==> src/rtl/reorder_buffer.sv <==
// reorder_buffer: circular in-order-retire buffer between dispatch, the CDB and commit
module reorder_buffer #(
   parameter int data_width = 16,
   parameter int tag_width  = 3
) (
   input  logic                  clk,
   input  logic                  clr,
   input  logic                  we,
   input  logic [3:0]            opcode_in,
   input  logic [2:0]            dest_in,
   input  logic                  predict_in,
   input  logic                  ready_in,
   input  logic [data_width-1:0] value_in,
   output logic [tag_width-1:0]  rob_tag,
   output logic                  full,
   input  logic                  cdb_valid,
   input  logic [tag_width-1:0]  cdb_tag,
   input  logic [data_width-1:0] cdb_value,
   input  logic [tag_width-1:0]  rd_tag,
   output logic                  rd_ready,
   output logic [data_width-1:0] rd_value,
   input  logic                  RE,
   input  logic                  flush,
   output logic                  valid_out,
   output logic [3:0]            opcode_out,
   output logic [2:0]            dest_out,
   output logic [data_width-1:0] value_out,
   output logic                  predict_out,
   output logic                  empty
);
   localparam int depth = 1 << tag_width;
   logic                  busy_q    [depth];
   logic                  ready_q   [depth];
   logic [3:0]            opcode_q  [depth];
   logic [2:0]            dest_q    [depth];
   logic [data_width-1:0] value_q   [depth];
   logic                  predict_q [depth];
   logic [tag_width-1:0]  head_q, head_d, tail_q, tail_d;
   logic [tag_width:0]    count_q, count_d;
   logic                  disp, ret, cdb_hit;
   assign full        = count_q == (tag_width+1)'(depth);
   assign empty       = count_q == '0;
   assign rob_tag     = tail_q;
   assign valid_out   = busy_q[head_q] & ready_q[head_q];
   assign opcode_out  = opcode_q[head_q];
   assign dest_out    = dest_q[head_q];
   assign value_out   = value_q[head_q];
   assign predict_out = predict_q[head_q];
   assign rd_ready    = busy_q[rd_tag] & ready_q[rd_tag];
   assign rd_value    = value_q[rd_tag];
   // accepted events; a CDB write to the entry retiring this cycle is dropped
   always_comb begin
      disp    = we & ~full & ~flush;
      ret     = RE & valid_out & ~flush;
      cdb_hit = cdb_valid & ~flush & busy_q[cdb_tag] & ~(ret & (cdb_tag == head_q));
      head_d  = flush ? '0 : head_q + tag_width'(ret);
      tail_d  = flush ? '0 : tail_q + tag_width'(disp);
      count_d = flush ? '0 : count_q + (tag_width+1)'(disp) - (tag_width+1)'(ret);
   end
   // pointer/count state and entry storage; flush only drops busy/ready
   always_ff @(posedge clk or posedge clr) begin
      if (clr) begin
         head_q  <= '0;
         tail_q  <= '0;
         count_q <= '0;
         for (int i = 0; i < depth; i++) begin
            busy_q[i]    <= 1'b0;
            ready_q[i]   <= 1'b0;
            opcode_q[i]  <= '0;
            dest_q[i]    <= '0;
            value_q[i]   <= '0;
            predict_q[i] <= 1'b0;
         end
      end else begin
         head_q  <= head_d;
         tail_q  <= tail_d;
         count_q <= count_d;
         if (flush) begin
            for (int i = 0; i < depth; i++) begin
               busy_q[i]  <= 1'b0;
               ready_q[i] <= 1'b0;
            end
         end else begin
            if (disp) begin
               busy_q[tail_q]    <= 1'b1;
               ready_q[tail_q]   <= ready_in;
               opcode_q[tail_q]  <= opcode_in;
               dest_q[tail_q]    <= dest_in;
               value_q[tail_q]   <= ready_in ? value_in : '0;
               predict_q[tail_q] <= predict_in;
            end
            if (cdb_hit) begin
               ready_q[cdb_tag] <= 1'b1;
               value_q[cdb_tag] <= cdb_value;
            end
            if (ret) begin
               busy_q[head_q]  <= 1'b0;
               ready_q[head_q] <= 1'b0;
            end
         end
      end
   end
endmodule

==> config.mk <==
export PLATFORM = sky130hd
export DESIGN_NAME = reorder_buffer
export DESIGN_NICKNAME = d
export VERILOG_FILES = /design/src/rtl/reorder_buffer.sv
export SDC_FILE = /design/constraint.sdc
export NUM_CORES = 1
export LEC_CHECK = 0
export CAP_MARGIN = 20
export CORE_ASPECT_RATIO = 1.5
export CORE_MARGIN = 2
export CORE_UTILIZATION = 33
export DETAILED_ROUTE_END_ITERATION = 16
export HOLD_SLACK_MARGIN = 0.12
export MAX_ROUTING_LAYER = met4
export PLACE_DENSITY = 0.6
export SLEW_MARGIN = 10
export SYNTH_ARGS = -nofsm -noshare
export SYNTH_HDL_FRONTEND = slang
export SYNTH_SLANG_ARGS = --single-unit
==> constraint.sdc <==
create_clock -name clk -period 21.1 [get_ports clk]
set_clock_uncertainty 0.05 [all_clocks]
set_input_delay 2.11 -clock clk [delete_from_list [all_inputs] [get_ports clk]]
set_output_delay 2.11 -clock clk [all_outputs]
set_load 0.01 [all_outputs]
==> impl_metrics.tcl <==
set metrics [dict create \
    die_h_um 240 \
    fin_area_um2 14400 \
    utilization_pct 39.4 \
    powerDensity_nw_per_um2 84.0 \
    nets 1306 \
    cts_tree "built" \
    leakage_uw 0.00599 \
    cts_root_buf "clkbuf_16" \
    start_util_pct 33.4 \
    routedWlPerCell_um 25.2 \
    rsz0062_at_grt "no" \
    die_x_um 161 \
    gp_congestion 0.894 \
    cts_inserted_buffers 22 \
    min_path_type "reg2reg" \
    port_buffers 99 \
    worstMarginPinSlew_ps 1170 \
    core-area_um2 36600 \
    hold_buffers 0 \
    track_usage_pct 23.2 \
    clk_path_buf_depth 3 \
    ys_ff_latch 218 \
    cts_setup_buffers 0 \
    path_class "in2out" \
    ant_nets 0 \
    synth_edf_count 0 \
    fmax_mhz 156 \
    synth_nets 1254 \
    fin_crit_ps 6420 \
    max-cap-violations 0 \
    whs_ps 429 \
    drive_above_1_share_pct 15.8 \
    grt_max_degree 85 \
    final.setup.tns_ps 0 \
    ioPinCount 100 \
    synthArstFlopShare_pct 100 \
    min_from "opcode_q[1]" \
    ctsResizeCount 0 \
    clock_sinks 218 \
    final_min_period_over_clock_period_pct 30.4 \
    clk-insertion-delay-late_ps 520 \
    dieArea_um2 38600 \
    clk_pin_slew_ps 60 \
    start_kind "input pin" \
    finalHoldViolCount 0 \
    placed_area_um2 13600 \
    hpwl_mm 27.7 \
    vias_per_cell 6.10 \
    syn_area_um2 12200 \
    synth_ff_type "dfrtp_1" \
    netlist_instances 1190 \
    cp_max_fo 37 \
    grt_antenna_before_repair 1 \
    critPathLaunch "rd_tag[0]" \
    ys.warnings.count 0 \
    ys_seq_area_share_pct 44.7 \
    area_growth_pct 18.1 \
    synthDistinctLibCells 55 \
    grt_pass1_wl_mm 67.1 \
    num_vias 10600 \
    rows 86 \
    worst_ep_required_time_ps 18940 \
    endpoint_kind "primary output" \
    cp.arrival_ps 4260 \
    finalNonFillerCells 1740 \
    worstReg2RegStart "head_q[1]" \
    grt_pass1_vias 11000 \
    setup_viol 0 \
    route.detailed.drc 0 \
    grt-ovfl-total 0 \
    relSlewSlack_pct 21.4 \
    placedCellCount 1701 \
    h-tree-depth 1 \
    maxSlewViolCount 0 \
    drt_wl_total_mm 43.9 \
    outcome "completed" \
    syn_area_per_cell_um2 10.3 \
    dr.pass1.iters 6 \
    drtIter0Drc 1005 \
    vdd_drop_max_mv 0.0369 \
]
[cell type report]
class,instances,area [um2]
Clock buffer,30,642
Antenna cell,1,2.50
Multi-Input combinational cell,814,6150
Fill cell,3593,22200
Tap cell,484,606
Inverter,56,218
Sequential cell,218,5460
Timing Repair Buffer,130,1220
Clock inverter,7,139
[power by group]
| part | leakage [uW] | switching [uW] | internal, uW | total [uW] |
|---|---|---|---|---|
| Clock | 0.000384 | 172 | 261 | 434 |
| Combinational | 0.00269 | 113 | 133 | 246 |
| Sequential | 0.00292 | 53.2 | 479 | 532 |
[registers in the layout (all words and copies together), names as in the netlist]
register,count
predict_q,8
head_q,3
rob_tag,3
busy_q,8
dest_q,24
opcode_q,32
value_q,128
ready_q,8
count_q,4
[synth_stat cells (all sizes together) (5+ instances only)]
| cell type | count | area [um2] |
|---|---|---|
| nor2 | 55 | 206 |
| dfrtp | 218 | 5460 |
| nand4 | 28 | 175 |
| nor3 | 43 | 215 |
| nand3 | 48 | 245 |
| ha | 10 | 125 |
| mux2i | 19 | 190 |
| mux4 | 36 | 811 |
| o21ai | 50 | 262 |
| o211ai | 44 | 335 |
| nor3b | 5 | 37.5 |
| and2 | 8 | 50.1 |
| inv | 56 | 210 |
| a221o | 40 | 400 |
| nor2b | 29 | 181 |
| mux2 | 67 | 754 |
| nand2b | 19 | 119 |
| o221ai | 34 | 298 |
| clkbuf | 69 | 259 |
| buf | 33 | 180 |
| a221oi | 13 | 114 |
| a22oi | 96 | 721 |
| nand2 | 131 | 492 |
[worst max-delay path, stage by stage]
cell	delay [ps]
buf_2	80
buf_4	540
mux4_2	580
o21ai_0	330
clkdlybuf4s50_1	610
[metrics by stage]
step / worst slack (ps) / total power [uW]
floorplan: 12980 / 669
global placement: 14590 / 777
detailed placement: 14600 / 784
CTS: 14600 / 1220
global route: 14590 / 1260
finish: 14680 / 1210
[layer usage]
metal  share of wire (%)  routed length, um  GRT usage (%)
met5                   0                  0              -
met4                 4.3               1870           10.2
met3                 6.2               2700           2.93
met2                  52              22600           40.2
met1                  38              16700           26.9
[placed cells by master (no fill, tap or decap), drive strengths merged, types with 3 or more instances in the layout]
| cell | count |
|---|---|
| nor3b | 5 |
| inv | 56 |
| nor2b | 29 |
| clkbuf | 30 |
| a21oi | 4 |
| a211oi | 4 |
| ha | 10 |
| o21ai | 50 |
| a22oi | 96 |
| nand4 | 28 |
| and2 | 8 |
| clkinv | 3 |
| nand3 | 48 |
| buf | 34 |
| o211ai | 44 |
| a221oi | 13 |
| mux2 | 67 |
| nor3 | 43 |
| nand2b | 19 |
| xnor2 | 4 |
| mux4 | 36 |
| bufinv | 4 |
| and3b | 3 |
| nor2 | 55 |
| dfrtp | 218 |
| mux2i | 19 |
| o221ai | 34 |
| clkdlybuf4s50 | 96 |
| nand2 | 131 |
| a221o | 40 |
[kinds of logic after synthesis]
logic type / synth area share, %
adder cells (fa/ha/maj): 1.19
XOR/XNOR: 0.430
AND/OR/NAND/NOR: 15.1
multiplexers: 14.4
flip-flops: 44.7
buffers and inverters: 5.32
AO/OA/AOI/OAI: 18.9
[final timing paths]
path,slack [ps],endpoint,cells after the start
setup / recovery,14680,rd_ready,5
hold / removal,430,opcode_q[1],2
setup reg to reg,17270,count_q[1],10
hold reg to reg,430,opcode_q[1],2
max in group asynchronous,17570,predict_q[4],3
min in group asynchronous,2020,value_q[57],2
No activity file was read; power rests on OpenSTA's default activity.
